**src/rtl/pipeline_hazard_ctrl.sv**
```systemverilog
// ============================================================================
// pipeline_hazard_ctrl - stall/flush control and cache-switch sequencer
// Optional macro PIPE_CTRL_PERF_EN adds stall/flush event counters.
// Revision: 1.0
// ============================================================================
`default_nettype none

module pipeline_hazard_ctrl #(
    parameter int DRAIN_CYCLES   = 2,
    parameter int SWITCH_TIMEOUT = 255
) (
    input  logic       clk,
    input  logic       reset,
    input  logic       i_busywait,
    input  logic       d_busywait,
    input  logic       branch_jump_signal,
    input  logic       ex_d_mem_r,
    input  logic [4:0] ex_write_address,
    input  logic [4:0] id_reg1_read_address,
    input  logic [4:0] id_reg2_read_address,
    input  logic       ex_switch_cache_w,
    input  logic       switch_ack,
    output logic       pc_stall,
    output logic       if_id_stall,
    output logic       id_ex_stall,
    output logic       ex_mem_stall,
    output logic       mem_wb_stall,
    output logic       if_id_flush,
    output logic       id_ex_flush,
    output logic       ex_mem_flush,
    output logic       switch_req,
    output logic       switch_busy,
    output logic       switch_err
`ifdef PIPE_CTRL_PERF_EN
    ,
    output logic [31:0] stall_cycles,
    output logic [31:0] flush_events
`endif
);

    typedef enum logic [1:0] {
        ST_RUN    = 2'd0,
        ST_DRAIN  = 2'd1,
        ST_SWITCH = 2'd2,
        ST_RESUME = 2'd3
    } state_e;

    localparam logic [3:0] DRAIN_LOAD = 4'(DRAIN_CYCLES);
    localparam logic [8:0] TMO_LIMIT  = 9'(SWITCH_TIMEOUT);

    state_e     state_q;
    logic [3:0] drain_cnt_q;
    logic [7:0] tmo_cnt_q;
    logic       switch_req_q;
    logic       switch_busy_q;
    logic       switch_err_q;

    logic       busy;
    logic       load_use;
    logic [8:0] tmo_cnt_inc;

    assign busy        = i_busywait | d_busywait;
    assign load_use    = ex_d_mem_r && (ex_write_address != 5'd0) &&
                         ((ex_write_address == id_reg1_read_address) ||
                          (ex_write_address == id_reg2_read_address));
    assign tmo_cnt_inc = {1'b0, tmo_cnt_q} + 9'd1;

    assign switch_req  = switch_req_q;
    assign switch_busy = switch_busy_q;
    assign switch_err  = switch_err_q;

    always_comb begin
        pc_stall     = 1'b0;
        if_id_stall  = 1'b0;
        id_ex_stall  = 1'b0;
        ex_mem_stall = 1'b0;
        mem_wb_stall = 1'b0;
        if_id_flush  = 1'b0;
        id_ex_flush  = 1'b0;
        ex_mem_flush = 1'b0;
        case (state_q)
            ST_RUN: begin
                if (busy) begin
                    pc_stall     = 1'b1;
                    if_id_stall  = 1'b1;
                    id_ex_stall  = 1'b1;
                    ex_mem_stall = 1'b1;
                    mem_wb_stall = 1'b1;
                end else if (branch_jump_signal) begin
                    if_id_flush = 1'b1;
                    id_ex_flush = 1'b1;
                end else if (load_use) begin
                    pc_stall    = 1'b1;
                    if_id_stall = 1'b1;
                    id_ex_flush = 1'b1;
                end
            end
            ST_DRAIN: begin
                pc_stall    = 1'b1;
                if_id_stall = 1'b1;
                id_ex_stall = 1'b1;
                // A busy D-cache freezes the back end instead of bubbling it
                if (d_busywait) begin
                    ex_mem_stall = 1'b1;
                    mem_wb_stall = 1'b1;
                end else begin
                    ex_mem_flush = 1'b1;
                end
            end
            ST_SWITCH: begin
                pc_stall     = 1'b1;
                if_id_stall  = 1'b1;
                id_ex_stall  = 1'b1;
                ex_mem_flush = 1'b1;
            end
            ST_RESUME: begin
                pc_stall    = i_busywait;
                if_id_stall = i_busywait;
            end
            default: ;
        endcase
    end

    always_ff @(posedge clk or posedge reset) begin
        if (reset) begin
            state_q       <= ST_RUN;
            drain_cnt_q   <= 4'd0;
            tmo_cnt_q     <= 8'd0;
            switch_req_q  <= 1'b0;
            switch_busy_q <= 1'b0;
            switch_err_q  <= 1'b0;
        end else begin
            case (state_q)
                ST_RUN: begin
                    if (ex_switch_cache_w && !busy) begin
                        state_q       <= ST_DRAIN;
                        drain_cnt_q   <= DRAIN_LOAD;
                        switch_busy_q <= 1'b1;
                    end
                end
                ST_DRAIN: begin
                    // Leave on the cycle whose decrement reaches zero
                    if (!d_busywait) begin
                        if (drain_cnt_q <= 4'd1) begin
                            state_q      <= ST_SWITCH;
                            drain_cnt_q  <= 4'd0;
                            tmo_cnt_q    <= 8'd0;
                            switch_req_q <= 1'b1;
                        end else begin
                            drain_cnt_q <= drain_cnt_q - 4'd1;
                        end
                    end
                end
                ST_SWITCH: begin
                    if (switch_ack) begin
                        state_q      <= ST_RESUME;
                        tmo_cnt_q    <= 8'd0;
                        switch_req_q <= 1'b0;
                    end else if (tmo_cnt_inc == TMO_LIMIT) begin
                        state_q      <= ST_RESUME;
                        tmo_cnt_q    <= 8'd0;
                        switch_req_q <= 1'b0;
                        switch_err_q <= 1'b1;
                    end else begin
                        tmo_cnt_q <= tmo_cnt_inc[7:0];
                    end
                end
                ST_RESUME: begin
                    if (!i_busywait) begin
                        state_q       <= ST_RUN;
                        switch_busy_q <= 1'b0;
                    end
                end
                default: begin
                    state_q <= ST_RUN;
                end
            endcase
        end
    end

`ifdef PIPE_CTRL_PERF_EN
    logic [31:0] stall_cycles_q, stall_cycles_d;
    logic [31:0] flush_events_q, flush_events_d;

    assign stall_cycles_d = stall_cycles_q + {31'd0, pc_stall};
    assign flush_events_d = flush_events_q + {31'd0, (if_id_flush | id_ex_flush)};

    always_ff @(posedge clk or posedge reset) begin
        if (reset) begin
            stall_cycles_q <= 32'd0;
            flush_events_q <= 32'd0;
        end else begin
            stall_cycles_q <= stall_cycles_d;
            flush_events_q <= flush_events_d;
        end
    end

    assign stall_cycles = stall_cycles_q;
    assign flush_events = flush_events_q;
`endif

endmodule

`default_nettype wire

```
**config.mk**
```make
export PLATFORM = sky130hd
export DESIGN_NAME = pipeline_hazard_ctrl
export DESIGN_NICKNAME = d
export VERILOG_FILES = /design/src/rtl/pipeline_hazard_ctrl.sv
export SDC_FILE = /design/constraint.sdc
export NUM_CORES = 1
export LEC_CHECK = 0
export ABC_AREA = 0
export ABC_CLOCK_PERIOD_IN_PS = 2900
export CELL_PAD_IN_SITES_DETAIL_PLACEMENT = 1
export CELL_PAD_IN_SITES_GLOBAL_PLACEMENT = 1
export CORE_ASPECT_RATIO = 0.8
export CORE_MARGIN = 5
export CORE_UTILIZATION = 30
export DETAILED_ROUTE_END_ITERATION = 10
export PLACE_DENSITY = 0.78
export SETUP_SLACK_MARGIN = 0.05
export SLEW_MARGIN = 10
export SYNTH_ARGS = -nofsm -noshare
export SYNTH_HDL_FRONTEND = slang
export SYNTH_SLANG_ARGS = --single-unit
```
**constraint.sdc**
```tcl
create_clock -name clk -period 2.9 [get_ports clk]
set_input_delay 0.435 -clock clk [delete_from_list [all_inputs] [get_ports clk]]
set_output_delay 0.435 -clock clk [all_outputs]
set_load 0.005 [all_outputs]
```
After elaboration in Yosys (flattened, before gate mapping) --
Index checks and enable logic that the tools add are counted. Widths: inputs -> output; s select.
Operators by class: $add $sub $neg 2, $lt $le $gt $ge 1, equal/unequal tests 11, multiplexer cells 40, bitwise gates (word level) 2, reductions and logical operators 17
Operator list (number):
- $mux 8 | 4
- $mux 1 | 18
- $pmux 8 s2 | 1
- $mux 2 | 6
- $mux 4 | 3
- $reduce_and 3->1 | 4
- $eq 5x5->1 | 2
- $pmux 1 s2 | 5
- $add 8x1->9 const B | 1
- $eq 9x8->1 const B | 1
- $ne 2x2->1 const B | 4
- $pmux 2 s4 | 1
- $pmux 4 s2 | 1
- $reduce_bool 2->1 | 3
- $reduce_and 5->1 | 1
- $reduce_bool 5->1 | 1
- $eq 2x2->1 const B | 2
- $le 4x1->1 const B | 1
- $reduce_and 4->1 | 1
- $sub 4x1->4 const B | 1
- $logic_and 1x1->1 | 3
- $ne 3x3->1 const B | 1
- $pmux 1 s3 | 1
- $eq 2x1->1 const B | 1
- other kinds (6) | 6
Storage, ports and cells: register bits after elaboration 17, output and inout bits 11

Depth between registers and ports, before layout --
depth after elaboration 7, gate-level depth with buffers 8

Least setup slack after synthesis --
Ideal clock, no wire load.
path type reg2reg, start point register tmo_cnt_q[0], end point register tmo_cnt_q[2], library setup time 0.126 ns, arrival time 1.938 ns, required time 2.774 ns, slack 0.836 ns, cell stages (with the launch flop) 7, path buffers 0, cell sequence dfrtp_1 -> ha_1 -> and2b_1 -> o21ai_1 -> a2111oi_4 -> nor2_2 -> a221o_1
Between the ends: longest elaborated chain between the ends 5
Ends and longest elaborated chain:
- start, declared | RTL line 53 | logic [7:0] tmo_cnt_q;
- start signal, assigned | RTL line 165 | tmo_cnt_q <= tmo_cnt_inc[7:0];
- $add 8x1->9 * | RTL line 66 | assign tmo_cnt_inc = {1'b0, tmo_cnt_q} + 9'd1;
- $eq 9x8->1 | RTL line 159 | end else if (tmo_cnt_inc == TMO_LIMIT) begin
- $mux 8 * | RTL line 159
- $mux 8 * | RTL line 155 | if (switch_ack) begin
- $pmux 8 s2 * | RTL line 133 | case (state_q)
Mark *: on every way between the ends. The rest lies on a longest branch, timed or not. A chain may end at the register's enable or synchronous reset.

Final worst setup path --
start point input port ex_write_address[2], end point output port pc_stall
Between the ends: longest elaborated chain between the ends 7, elaborated cells between the ends (all ways) 10, those cells by class eq/ne (2); mux (4); reduce/logical (4)
Ends and longest elaborated chain:
- start, declared | RTL line 18 | input logic [4:0] ex_write_address,
- $eq 5x5->1 (tied with other cells) | RTL line 64 | ((ex_write_address == id_reg1_read_address) ||
- $logic_or 1x1->1 or $logic_and 1x1->1 (tied branches) | RTL line 64, 63
- $logic_and 1x1->1 * | RTL line 63 | assign load_use = ex_d_mem_r && (ex_write_address != 5'd0) &&
- $mux 1 * | RTL line 92 | end else if (load_use) begin
- $mux 1 * | RTL line 89 | end else if (branch_jump_signal) begin
- $mux 1 * | RTL line 83 | if (busy) begin
- $pmux 1 s3 * | RTL line 81 | case (state_q)
- end, declared | RTL line 23 | output logic pc_stall,
Marks and branches as above.

==> impl_metrics.toml <==
[status]
status = "finished, final reports clean"

[timing]
fin_crit_sh_pct = 95.5
clock_skew_ps = 4.61
setup_viol = 0
rsz0062_at_grt = "false"
period_needed_ps = 2770
finalHoldViolCount = 0
timing.setup.tns_ps = 0
hold_slack_ps = 476
finalMaxSlewViolations = 0
relSlewSlack_pct = 55.8
max_freq_mhz = 361
worst_pin_slew_ps = 662

[cts]
tritoncts = "done"
hold_buffers = 0
ctsHtreeMaxLevel = 1
clkTransAtPathRegs_ps = 70
insertion_delay_ps = 260
ctsLongestPathBuffers = 2
post_cts_buffers = 0
cts_root_buf = "clkbuf_8"
numCtsBuffers = 3
clock-sinks = 17

[setup_path]
worstReg2RegEnd = "tmo_cnt_q[2]$_DFFE_PP0P_"
r2r_cells = 6
cp.required_ps = 2470
criticalPathCategory = "in -> out"
worstSetupEndpointType = "primary output"
rr_startpoint = "tmo_cnt_q[0]$_DFFE_PP0P_"
arrival_ps = 2330
worstSetupStartpoint = "ex_write_address[2]"
crit_path_max_fanout = 3
reg2reg_slack_ps = 480
crit_path_start_kind = "primary input"

[floorplan]
core_um2 = 4510
die_w_um = 85.5
ioPinCount = 34
die_area_um2 = 6020
rows = 22
fp.dieH_um = 70.4
start_util_pct = 30.3

[power]
p_leak_nw = 0.752
power.switching_mw = 0.525
power.share.clock_pct = 14.0
p_comb_share_pct = 58.9
pwr_density_cell_nw_per_um2 = 726
switching_share_pct = 40.2
seq_power_share_pct = 27.2
peakVddDrop_v = 0.000342
p_int_mw = 0.781

[global_routing]
antenna_found_initial = 0
grt_max_degree = 19
grt_pass1_wl_mm = 6.02
grt_overflow = 0
grt_pass1_vias = 1276
grt_use_total_pct = 12.3

[synthesis]
ys_seq_area_share_pct = 31.1
syn_area_um2 = 1370
syn_area_per_cell_um2 = 9.06
yosysUniqueCellTypes = 48
synth_seq_cells = 17
ys.flop_type = "dfrtp_1"
synth-edff-count = 0
postSynthCellCount = 151
synth_warnings = 0
netlist.area_leader.share_pct = 31.1
synthTopCellsByArea = "dfrtp_1 31%, ha_1 8.2%, xor2_1 3.8%"
async_flop_share_pct = 100
yosys.area.top_type = "dfrtp_1"
syn-num-nets = 183

[route]
via_per_inst = 4.96
antenna_left = 0
route.detailed.drc = 0
drt_pass1_iterations = 4
wl_mm = 3.50
wl_per_cell_um = 14.3
drt_iter0_drc = 47
dr_total_vias = 1214

[layout]
final_nets = 218
multi_input_area_um2 = 860
final_util_pct = 39.9
regArea_um2 = 425
syn2layout_area_growth_pct = 31.4
final_cell_area_um2 = 1800
diodes = 0
drive_above_1_share_pct = 7.03
nFillCells = 535
layoutNonFillerInstCount = 245

[placement]
place_inst = 241
gp_congestion = 0.735
numPortBuffers = 33
placed_area_um2 = 1750
dp_hpwl_mm = 2.82

[job]
cap_violations = 0

[hold_path]
whs_path_depth = 2
min_from = "switch_err$_DFFE_PP0P_"
hp-class = "reg -> reg"
min_to = "switch_err$_DFFE_PP0P_"
critical path, stage by stage:
cell and delay, ps:
clkdlybuf4s50_1 470, or4_1 520, o21ai_1 160, a21oi_2 50, o31a_1 250, clkdlybuf4s50_1 450
flip-flops by register name, summed over array words and instances, names as in the netlist:
register,count
tmo_cnt_q,8
switch_req,1
state_q,2
switch_busy,1
drain_cnt_q,4
switch_err,1
synthesized netlist by cell type (2+ instances only):
library cell   n
ha_1           9
nor4_1         4
a211oi_1       2
and3_1         3
o21a_1         2
o41ai_1        2
or4_1          2
nor2b_1        3
nand2b_1       4
a31oi_1        2
dfrtp_1       17
a21oi_1        7
a21o_1         2
inv_1         11
mux2i_1        2
nand3_1        6
a221o_1        4
nor3_1         8
nor2_1         5
o21ai_0        6
nand2_1        8
xor2_1         6
buf_4          4
o31ai_1        2
and2_1         2
xnor2_1        5
o21ai_1        2
worst max-delay path by stage:
stage                               endpoint  slack [ps]  cells past startpoint
detailed placement                  pc_stall         120                      6
global placement                    pc_stall         130                      6
floorplan           tmo_cnt_q[2]$_DFFE_PP0P_         840                      6
finish                              pc_stall         130                      6
global route                     if_id_stall          70                      6
CTS                                 pc_stall         110                      6
power groups by stage:
stage	combinational, mW	clock [mW]	sequential, mW
2_1_floorplan	0.492	0	0.346
3_3_place_gp	0.760	0	0.356
3_5_place_dp	0.772	0	0.360
4_1_cts	0.779	0.188	0.355
5_1_grt	0.864	0.193	0.367
6_report	0.769	0.182	0.355
cells by family after synthesis:
kind of cell,synth area share (%)
flops,31.1
fa+ha+maj,8.23
compound gates,22.9
mux,2.29
simple gates,20.9
buf+inv,6.40
xor+xnor,8.23
cell type report:
type,count,area share (%)
Sequential cell,17,23.6
Timing Repair Buffer,36,19.6
Clock buffer,4,2.50
Inverter,11,2.29
Tap cell,60,4.17
Multi-Input combinational cell,117,47.8
through the flow:
step	power [mW]	setup slack, ps
floorplan	0.838	836
global placement	1.12	131
detailed placement	1.13	116
CTS	1.32	111
global route	1.42	69.0
finish	1.31	131
what timing repair did:
action	in CTS	in global routing
setup endpoints to repair	0	2
resized for setup	0	2
endpoints found under the hold margin	0	0
layer usage:
metal | vias to the layer above | wire [um] | track usage, %
met3 | 4 | 126 | 2.95
met5 | - | 0 | 0
met1 | 579 | 1780 | 17.3
met4 | 0 | 47 | 3.69
met2 | 16 | 1550 | 18.4
li1 | 615 | - | -
layout by cell type, fill, tap and decap left out, types with 3 or more instances in the layout:
cell and count:
dfrtp_1 17, buf_4 3, and3_1 3, clkbuf_8 3, nand2b_1 4, o21ai_0 5
a221o_1 4, nor2b_1 3, nor3_1 8, nand2_1 8, o21ai_1 3, nand3_1 6
nor4_1 4, a21oi_1 6, xor2_1 6, clkdlybuf4s50_1 33, xnor2_1 5, inv_1 11
ha_1 9, nor2_1 5
Power figures use the tool's default switching activity.
